`config.mk`:
```
export PLATFORM = sky130hd
export DESIGN_NAME = avl_imem_dmem_arbiter
export DESIGN_NICKNAME = d
export VERILOG_FILES = /design/src/rtl/avl_imem_dmem_arbiter.sv
export SDC_FILE = /design/constraint.sdc
export NUM_CORES = 1
export LEC_CHECK = 0
export CORE_AREA = 2 2 125 127
export DETAILED_ROUTE_END_ITERATION = 16
export DIE_AREA = 0 0 127 129
export GPL_TIMING_DRIVEN = 0
export PLACE_DENSITY = 0.61
export RECOVER_POWER = 25
export SLEW_MARGIN = 40
export SYNTH_ARGS = -nofsm -noshare
export SYNTH_HDL_FRONTEND = slang
export SYNTH_SLANG_ARGS = --single-unit
```
`constraint.sdc`:
```
create_clock -name clk -period 2.9 [get_ports clk]
set_clock_uncertainty 0.2 [all_clocks]
set_input_delay 0.725 -clock clk [delete_from_list [all_inputs] [get_ports clk]]
set_output_delay 0.725 -clock clk [all_outputs]
set_load 0.02 [all_outputs]
```
`src/rtl/avl_imem_dmem_arbiter.sv`:
```
// ---------------------------------------------------------------------------
// avl_imem_dmem_arbiter
//
// Shares one pipelined Avalon-MM slave port between the core's instruction
// master (imem) and data master (dmem).
//
// Arbitration:
//   - Round-robin between the two masters. When both are eligible, the one
//     that was not granted last time wins.
//   - If the slave stalls a granted command, the grant stays locked to that
//     master until the command is accepted.
//   - Grant is purely combinational, so it adds no latency.
//
// Read responses:
//   - An in-order tag FIFO records which master issued each accepted read.
//   - Pipelined read responses are steered back to the issuing master by
//     popping the head of that FIFO.
//
// Ports:
//   clk, rst_n            clock; asynchronous active-low reset
//   imem_* / dmem_*       Avalon-MM slave-side ports facing the core's masters
//                         (read, write, address, writedata, byteenable in;
//                          waitrequest, readdata, readdatavalid, response out)
//   s_*                   Avalon-MM master-side port facing the shared slave
//   err_orphan            sticky: a read response arrived with nothing pending
// ---------------------------------------------------------------------------
module avl_imem_dmem_arbiter #(
    parameter int ADDR_W      = 32,
    parameter int DATA_W      = 32,
    parameter int MAX_PENDING = 4
) (
    input  logic                clk,
    input  logic                rst_n,

    input  logic                imem_read,
    input  logic                imem_write,
    input  logic [ADDR_W-1:0]   imem_address,
    input  logic [DATA_W-1:0]   imem_writedata,
    input  logic [DATA_W/8-1:0] imem_byteenable,
    output logic                imem_waitrequest,
    output logic [DATA_W-1:0]   imem_readdata,
    output logic                imem_readdatavalid,
    output logic [1:0]          imem_response,

    input  logic                dmem_read,
    input  logic                dmem_write,
    input  logic [ADDR_W-1:0]   dmem_address,
    input  logic [DATA_W-1:0]   dmem_writedata,
    input  logic [DATA_W/8-1:0] dmem_byteenable,
    output logic                dmem_waitrequest,
    output logic [DATA_W-1:0]   dmem_readdata,
    output logic                dmem_readdatavalid,
    output logic [1:0]          dmem_response,

    output logic                s_read,
    output logic                s_write,
    output logic [ADDR_W-1:0]   s_address,
    output logic [DATA_W-1:0]   s_writedata,
    output logic [DATA_W/8-1:0] s_byteenable,
    input  logic                s_waitrequest,
    input  logic [DATA_W-1:0]   s_readdata,
    input  logic                s_readdatavalid,
    input  logic [1:0]          s_response,

    output logic                err_orphan
);

    localparam int BE_W  = DATA_W / 8;
    localparam int PTR_W = $clog2(MAX_PENDING);
    localparam int CNT_W = PTR_W + 1;

    localparam logic ID_IMEM = 1'b0;
    localparam logic ID_DMEM = 1'b1;

    // -----------------------------------------------------------------------
    // State
    // -----------------------------------------------------------------------
    logic             last_grant_reg;
    logic             lock_reg;
    logic             lock_id_reg;
    logic             tag_reg [MAX_PENDING];
    logic [PTR_W-1:0] wr_ptr_reg;
    logic [PTR_W-1:0] rd_ptr_reg;
    logic [CNT_W-1:0] count_reg;
    logic             err_orphan_reg;

    // -----------------------------------------------------------------------
    // Eligibility and grant
    // -----------------------------------------------------------------------
    logic read_room;
    logic imem_elig;
    logic dmem_elig;
    logic grant_valid;
    logic grant_id;
    logic grant_active;

    // Reads are throttled on the registered count only. A response popping
    // in the same cycle does not free a slot until the next cycle, which
    // keeps the FIFO full flag off the slave's response path.
    assign read_room = (count_reg < CNT_W'(MAX_PENDING));
    assign imem_elig = (imem_read | imem_write) & (~imem_read | read_room);
    assign dmem_elig = (dmem_read | dmem_write) & (~dmem_read | read_room);

    always_comb begin
        grant_valid = 1'b0;
        grant_id    = ID_IMEM;
        if (lock_reg) begin
            grant_valid = 1'b1;
            grant_id    = lock_id_reg;
        end else if (imem_elig && dmem_elig) begin
            grant_valid = 1'b1;
            grant_id    = ~last_grant_reg;
        end else if (imem_elig) begin
            grant_valid = 1'b1;
            grant_id    = ID_IMEM;
        end else if (dmem_elig) begin
            grant_valid = 1'b1;
            grant_id    = ID_DMEM;
        end
    end

    // The slave must see no command while reset is held, even if the
    // masters are already requesting, so the grant is qualified by rst_n.
    assign grant_active = rst_n & grant_valid;

    // -----------------------------------------------------------------------
    // Command path to the slave
    // -----------------------------------------------------------------------
    logic              sel_read;
    logic              sel_write;
    logic [ADDR_W-1:0] sel_address;
    logic [DATA_W-1:0] sel_writedata;
    logic [BE_W-1:0]   sel_byteenable;

    always_comb begin
        sel_read       = 1'b0;
        sel_write      = 1'b0;
        sel_address    = '0;
        sel_writedata  = '0;
        sel_byteenable = '0;
        if (grant_active) begin
            if (grant_id == ID_DMEM) begin
                sel_read       = dmem_read;
                sel_write      = dmem_write;
                sel_address    = dmem_address;
                sel_writedata  = dmem_writedata;
                sel_byteenable = dmem_byteenable;
            end else begin
                sel_read       = imem_read;
                sel_write      = imem_write;
                sel_address    = imem_address;
                sel_writedata  = imem_writedata;
                sel_byteenable = imem_byteenable;
            end
        end
    end

    // An illegal simultaneous read+write is issued as a read only.
    assign s_read       = sel_read;
    assign s_write      = sel_write & ~sel_read;
    assign s_address    = sel_address;
    assign s_writedata  = sel_writedata;
    assign s_byteenable = sel_byteenable;

    assign imem_waitrequest = ~(grant_active && grant_id == ID_IMEM) | s_waitrequest;
    assign dmem_waitrequest = ~(grant_active && grant_id == ID_DMEM) | s_waitrequest;

    logic s_cmd;
    logic accept;
    logic stall;
    logic push;

    assign s_cmd  = s_read | s_write;
    assign accept = s_cmd & ~s_waitrequest;
    assign stall  = s_cmd & s_waitrequest;
    assign push   = accept & s_read;

    // -----------------------------------------------------------------------
    // Response routing
    // -----------------------------------------------------------------------
    logic pop;
    logic orphan;
    logic owner;

    assign pop    = rst_n & s_readdatavalid & (count_reg != '0);
    assign orphan = s_readdatavalid & (count_reg == '0);
    assign owner  = tag_reg[rd_ptr_reg];

    assign imem_readdatavalid = pop & (owner == ID_IMEM);
    assign dmem_readdatavalid = pop & (owner == ID_DMEM);
    assign imem_readdata      = imem_readdatavalid ? s_readdata : '0;
    assign dmem_readdata      = dmem_readdatavalid ? s_readdata : '0;
    assign imem_response      = imem_readdatavalid ? s_response : 2'b00;
    assign dmem_response      = dmem_readdatavalid ? s_response : 2'b00;

    assign err_orphan = err_orphan_reg;

    // -----------------------------------------------------------------------
    // Sequential state
    // -----------------------------------------------------------------------
    always_ff @(posedge clk or negedge rst_n) begin
        if (!rst_n) begin
            last_grant_reg <= ID_DMEM;
            lock_reg       <= 1'b0;
            lock_id_reg    <= ID_IMEM;
            wr_ptr_reg     <= '0;
            rd_ptr_reg     <= '0;
            count_reg      <= '0;
            err_orphan_reg <= 1'b0;
            for (int i = 0; i < MAX_PENDING; i++) begin
                tag_reg[i] <= ID_IMEM;
            end
        end else begin
            if (accept) begin
                lock_reg       <= 1'b0;
                last_grant_reg <= grant_id;
            end else if (stall) begin
                lock_reg    <= 1'b1;
                lock_id_reg <= grant_id;
            end

            if (push) begin
                tag_reg[wr_ptr_reg] <= grant_id;
                wr_ptr_reg          <= wr_ptr_reg + PTR_W'(1);
            end
            if (pop) begin
                rd_ptr_reg <= rd_ptr_reg + PTR_W'(1);
            end

            case ({push, pop})
                2'b10:   count_reg <= count_reg + CNT_W'(1);
                2'b01:   count_reg <= count_reg - CNT_W'(1);
                default: count_reg <= count_reg;
            endcase

            if (orphan) begin
                err_orphan_reg <= 1'b1;
            end
        end
    end

endmodule

```
==> Word-level counts from Yosys, hierarchy flattened <==
Cells that the tools add are included.
{ "op_classes": {"n_addsub": 4, "magnitude_cmp": 4, "eq_ne": 2, "mux": 30, "bitwise": 31, "n_reduce_logical": 9} }
{ "op_table": {"columns": ["op", "count"], "rows": [
  ["$mux W32", 6],
  ["$mux W1", 16],
  ["$and A1 B1 Y1", 12],
  ["$not A1 Y1", 10],
  ["$mux W4", 2],
  ["$or A1 B1 Y1", 7],
  ["$ge A3 B3 Y1 const B", 2],
  ["$not A2 Y3", 2],
  ["$pmux W3 S2", 1],
  ["$add A2 B1 Y2 const B", 2],
  ["$bwmux W4", 1],
  ["$logic_and A1 B1 Y1", 4],
  ["$mux W2", 2],
  ["$reduce_bool A2 Y1", 2],
  ["$add A3 B1 Y3 const B", 1],
  ["$logic_not A3 Y1", 1],
  ["$lt A3 B1 Y1 const B", 1],
  ["$lt A3 B3 Y1 const B", 1],
  ["$reduce_bool A3 Y1", 1],
  ["$sub A3 B1 Y3 const B", 1],
  ["$bmux W1 S2", 1],
  ["$demux W1 S2", 1],
  ["$eq A2 B1 Y1 const B", 1],
  ["$eq A2 B2 Y1 const B", 1],
  ["$reduce_and A2 Y1", 1]
]} }
{ "totals": {"reg_bits": 15, "in_bits": 178, "out_inout_bits": 143, "word_cells": 91} }

==> Depth between registers and ports, before layout <==
Gate-level depths: netlist of the first run.
{ "depth": {"word_depth": 16, "ltp_mapped": 11, "depth_no_buf": 10} }

==> Least setup slack after synthesis of the first run <==
No wires, ideal clock.
{ "synth_timing": {"path_type": "input port to flip-flop", "from": "in imem_write", "to": "reg count_reg[2]", "setup_time_ps": 79, "t_arrival_ps": 2713, "t_required_ps": 2621, "setup_slack_ps": -92, "stages": 10, "n_path_buf": 0, "path_cell_list": "nor2b_2 -> o41ai_4 -> nor4_1 -> nor2_1 -> ha_1 -> inv_1 -> fa_1 -> xor2_1 -> nor2_1 -> xor2_1"} }
{ "synth_between": {"elab_chain_cells": 14, "elab_cells_between_ends": 23, "classes_between": "eq/ne (2); mux (11); bitwise (8); reduce/logical (2)"} }
{ "synth_rtl": {"columns": ["item", "line", "text"], "rows": [
  ["start, declared", "36", "input logic imem_write,"],
  ["$or A1 B1 Y1", "101", "assign imem_elig = (imem_read | imem_write) & (~imem_read | read_room);"],
  ["$and A1 B1 Y1", "101", null],
  ["$mux W1 or $logic_and A1 B1 Y1 (tied branches)", "113, 110", null],
  ["$mux W1", "110", "end else if (imem_elig && dmem_elig) begin"],
  ["$mux W1", "107", "if (lock_reg) begin"],
  ["$mux W1 or $and A1 B1 Y1 (tied branches)", "142, 124", null],
  ["$mux W1", "141", "if (grant_active) begin"],
  ["$not A1 Y1", "160", "assign s_write = sel_write & ~sel_read;"],
  ["$and A1 B1 Y1", "160", null],
  ["$or A1 B1 Y1", "173", "assign s_cmd = s_read | s_write;"],
  ["$and A1 B1 Y1", "174", "assign accept = s_cmd & ~s_waitrequest;"],
  ["$and A1 B1 Y1 *", "176", "assign push = accept & s_read;"],
  ["$eq A2 B1 Y1 or $eq A2 B2 Y1 (tied branches)", "230", "case ({push, pop})"],
  ["$pmux W3 S2 or $reduce_bool A2 Y1 (tied branches)", null, null],
  ["end signal, assigned", "231", "2'b10: count_reg <= count_reg + CNT_W'(1);"],
  ["end signal, assigned", "232", "2'b01: count_reg <= count_reg - CNT_W'(1);"],
  ["end signal, assigned", "233", "default: count_reg <= count_reg;"],
  ["end, declared", "84", "logic [CNT_W-1:0] count_reg;"]
]} }
Mark *: on every way between the ends. The rest lies on a longest branch, timed or not.
A chain may end at the register's enable or synchronous reset.

==> Final worst setup path of the first run <==
{ "layout_timing": {"from": "in imem_read", "to": "out s_writedata[7]"} }
{ "layout_between": {"elab_chain_cells": 8, "elab_cells_between_ends": 14, "classes_between": "mux (8); bitwise (5); reduce/logical (1)"} }
{ "layout_rtl": {"columns": ["item", "line", "text"], "rows": [
  ["start, declared", "35", "input logic imem_read,"],
  ["$not A1 Y1", "101", null],
  ["$or A1 B1 Y1", "101", null],
  ["$and A1 B1 Y1 *", "101", null],
  ["$mux W1 or $logic_and A1 B1 Y1 (tied branches)", "113, 110", null],
  ["$mux W1", "110", null],
  ["$mux W1", "107", null],
  ["$mux W32 or $and A1 B1 Y1 (tied branches)", "142, 124", null],
  ["$mux W32 *", "141", null],
  ["end, declared", "58", "output logic [DATA_W-1:0] s_writedata,"]
]} }
Marked as above.

==> results, run 1 <==
- The flow ran to the end, but the final reports show violations.
- The checks that failed: setup timing.
- The area of the mapped netlist is 2310 um2.
- For the final routed database, the setup TNS stands at -19390 ps.
- The clock transition at the register clock pins on the worst setup and hold paths after CTS is 50 ps.
- Grouping stages by cell kind, the critical path spends the most delay in compound AO/OA/AOI/OAI gates.
- The number of levels in the clock H-tree is 1.
- After detailed routing, the average wire length per cell comes to 17.9 um.
- The post-synthesis share of cell area spent on full adders, half adders and majority gates is 3.57%.
- The count of hold buffers inserted by post-cts repair is 0.
- The most used flip-flop cell after synthesis is sky130_fd_sc_hd__dfrtp_1.
- The kind of critical path is in -> out.
- Relative to the synthesized area, the layout overhead comes to 190%.
- Of the total synthesized cell area, the portion taken by AND, OR, NAND and NOR gates is 27.5%.
- The critical path goes through buf_12 -> or2_4 -> a211o_4 -> a21oi_4 -> buf_12 -> buf_12 -> a22o_1 -> buf_6.
- The via count of the first global-routing pass is 3700.
- The largest individual stage delay along the critical path comes from the cell sky130_fd_sc_hd__a211o_4.
- The number of placed instances, taps included, is 781.
- The clock latency on the worst-skew pair is 250 ps.
- The stage delay of the slowest cell on the critical path is 360 ps.
- The synthesized netlist contains 50 unique library cells.
- STA classifies the critical path endpoint as an output pin.
- The proportion of register bits with asynchronous set or reset after synthesis is 100%.
- By area, the combinational part of the netlist is dominated by compound AO/OA/AOI/OAI gates.
- The overall fraction of global-route tracks in use is 15.7%.
- The count of vias placed by the detailed router is 3738.
- In this run the worst path has a maximum fanout of 10.
- The number of antenna diodes in the final layout is 0.
- The first global-routing pass estimated 20400 um of wire.
- Summing the areas of all compound-gate instances in the mapped netlist gives 38.6% of the synthesized area.
- Cells with a size suffix above 1 make up 43.4% of the layout.
- The worst setup path is launched from an input pin.
- The number of nets in the finished design is 809.
- The clock tree buffer depth is 2.
- From bottom edge to top edge, the die measures 129 um.
- Multiplexer cells account for 1.89% of the synthesized area.
- The average instance area after synthesis is 8.44 um2.
- The total I/O pin count is 321.
- The remaining max-slew budget at the tightest pin is 47.2%.
- The number of setup violations in the final report is 91.
- The worst-case vdd ir drop is 0.000230 V.
- Once detail routing completed, the nets flagged for antenna violations numbered 0.
- In the layout the commonest cells are sky130_fd_sc_hd__clkdlybuf4s50_1, sky130_fd_sc_hd__buf_6, sky130_fd_sc_hd__a22o_4, sky130_fd_sc_hd__buf_4, sky130_fd_sc_hd__clkbuf_2.
- The clock sink count is 15.
- After the first detailed-routing iteration, the DRC count stood at 113.
- The critical path contains buffers and inverters numbering 4 combined.
- The CTS tree is built.
- The synthesized design spends more area on one cell type than any other, namely sky130_fd_sc_hd__a22o_1.
- In this run the clock root is driven by a sky130_fd_sc_hd__clkbuf_16.
- The detailed placer's ending HPWL is 11700 um.
- Measured along the x axis, the die boundary spans 127 um.
- The register with the most flip-flops in the layout has 4 of them.
- After synthesis, flip-flops and latches occupy 16.3% of the total area.
- Wires add up to 14500 um.
- The number of placement rows is 45.
- The number of nets in the synthesized netlist is 458.
- During placement, the flow inserted port buffers numbering 319.
- Entering global routing, the biggest net connects 21 pins.
- TritonCTS created 3 clock buffers.
- The worst path uses 110% of the clock period.
- For this design the static power due to leakage is 3.18 nW.
- The worst min-delay path category is in -> async.
- The worst register-to-register path begins at lock_reg.
- The most common cell after layout, fill and taps aside is sky130_fd_sc_hd__clkdlybuf4s50_1.
- The synthesized instance count is 274.
- The slew of the pin with the lowest slew margin is 788 ps.
- The minimum clock period is 3200 ps.
- Setup repair after global routing could not meet its margin everywhere.
- The fill cell total of the finished layout is 1427.
- The worst setup slack after layout is -301 ps.
- The first TritonRoute pass finished after 4 iterations.
- The number of warnings issued by yosys is 0.
- By instance count, the cell type seen most on the critical path is sky130_fd_sc_hd__buf_12.
- The core area is 15000 um2.
- The die covers 16400 um2.
- In the routed layout, each cell is associated on average with a via count of 4.60.
- The number of design rule violations left after detail routing is 0.
- Data on the critical path is required at its endpoint by 1980 ps.
- The final weighted congestion in routability-driven placement is 0.867.
- Synthesis inferred 15 register bits.
- The fmax is 312 MHz.
- Counting flops with a built-in enable in the synthesized netlist gives 0.
- The finished layout holds 812 standard cells, fillers aside.
- For this configuration, the core starts out at a cell density of 15.4%.
- The initial antenna violation count came to 0.
- The cell area power density is 718 nW/um2.
- The startpoint of the worst setup timing path is imem_read.
- The total congestion overflow after global routing is 0.
- The number of max-capacitance violations reported is 0.
- The arrival time at the worst endpoint is 2280 ps.
- Sorting the synthesized cells by area gives the leading types as sky130_fd_sc_hd__a22o_1, sky130_fd_sc_hd__dfrtp_1, sky130_fd_sc_hd__and2_1, sky130_fd_sc_hd__and3_1, sky130_fd_sc_hd__buf_6.
- The post-synthesis share of cell area spent on xor and xnor gates is 1.89%.
- In this run the biggest area consumer among cell types represents 26.1% of the synthesized area.
- The number of hold violations in the final report is 0.
- The max-slew violation count is 0.
cell families (layout without fill, tap and decap cells):
group | Yosys count | count (layout)
AO/OA/AOI/OAI | 104 | 104
XOR/XNOR | 5 | 5
adder cells (fa/ha/maj) | 6 | 6
buffers and inverters | 35 | 385
flip-flops | 15 | 15
multiplexers | 3 | 3
AND/OR/NAND/NOR | 106 | 106
synthesized netlist by cell type, drive strengths merged, types with 2 or more instances:
cell type	instances
a22o	69
and2	36
and3	35
buf	15
dfrtp	14
clkbuf	11
inv	9
a21oi	8
nor2	7
nand2	6
nand3	6
ha	5
nor2b	4
o2bb2ai	4
nand2b	3
nor3	3
o211ai	3
o21ai	3
xnor2	3
a211o	2
a211oi	2
a21boi	2
o31ai	2
or4	2
xor2	2
layout make-up:
| cell class | instances | area [um2] | area share (%) |
|---|---|---|---|
| Clock inverter | 1 | 7.51 | 0.112 |
| Clock buffer | 3 | 75.1 | 1.12 |
| Inverter | 9 | 33.8 | 0.504 |
| Buffer | 25 | 342 | 5.10 |
| Timing Repair Buffer | 347 | 3350 | 50.1 |
| Tap cell | 188 | 235 | 3.51 |
| Multi-Input combinational cell | 224 | 2280 | 34.0 |
| Sequential cell | 15 | 377 | 5.62 |
per-stage QoR:
step / hold slack (ps) / worst slack [ps] / utilization [%] / cell area, um2 / power (mW)
4_1_cts: 108 / -317 / 42.9 / 6430 / 4.46
2_1_floorplan: 229 / -54.7 / - / 2810 / 2.54
3_3_place_gp: 258 / -1830 / 41.6 / 6240 / 3.97
6_report: 104 / -301 / 44.7 / 6700 / 4.81
5_1_grt: 116 / -346 / 44.7 / 6700 / 5.03
3_5_place_dp: 276 / -1500 / 41.6 / 6230 / 4.00
repair_timing:
item / CTS / global route
setup buffers: 16 / 10
setup endpoints to repair: 145 / 145
resized for setup: 623 / 179
pin swaps: 11 / 8
gates cloned: 1 / 1
per-layer routing:
metal	GRT usage (%)	share of wire (%)	vias up
li1	-	-	1751
met1	17.5	35	1762
met2	29.8	54	204
met3	3.58	8.3	21
met4	4.33	2.6	0
met5	0	0	-
power by group:
group          internal [mW]  leakage, nW  switching (mW)
Combinational           2.23         2.98            1.91
Clock                  0.186       0.0371          0.0967
Sequential             0.301        0.159          0.0802
path summary, 6_finish.rpt:
path	to	slack, ps	depth (start not counted)
worst max-delay path	s_writedata[7]	-300	8
worst min-delay path	wr_ptr_reg[1]	100	1
worst max register to register	count_reg[2]	-80	13
worst min register to register	rd_ptr_reg[1]	290	1
max in group asynchronous	last_grant_reg	2150	1
min in group clk	rd_ptr_reg[1]	290	1
Power figures use the tool's default switching activity.
==> run 2: changes to the inputs <==
- CAP_MARGIN: default -> 20
- CTS_BUF_LIST: default -> sky130_fd_sc_hd__clkbuf_16
- CTS_CLUSTER_SIZE: default -> 40
==> results of run 2 <==
The final DEF is identical to that of run 1; final timing and power are the same.
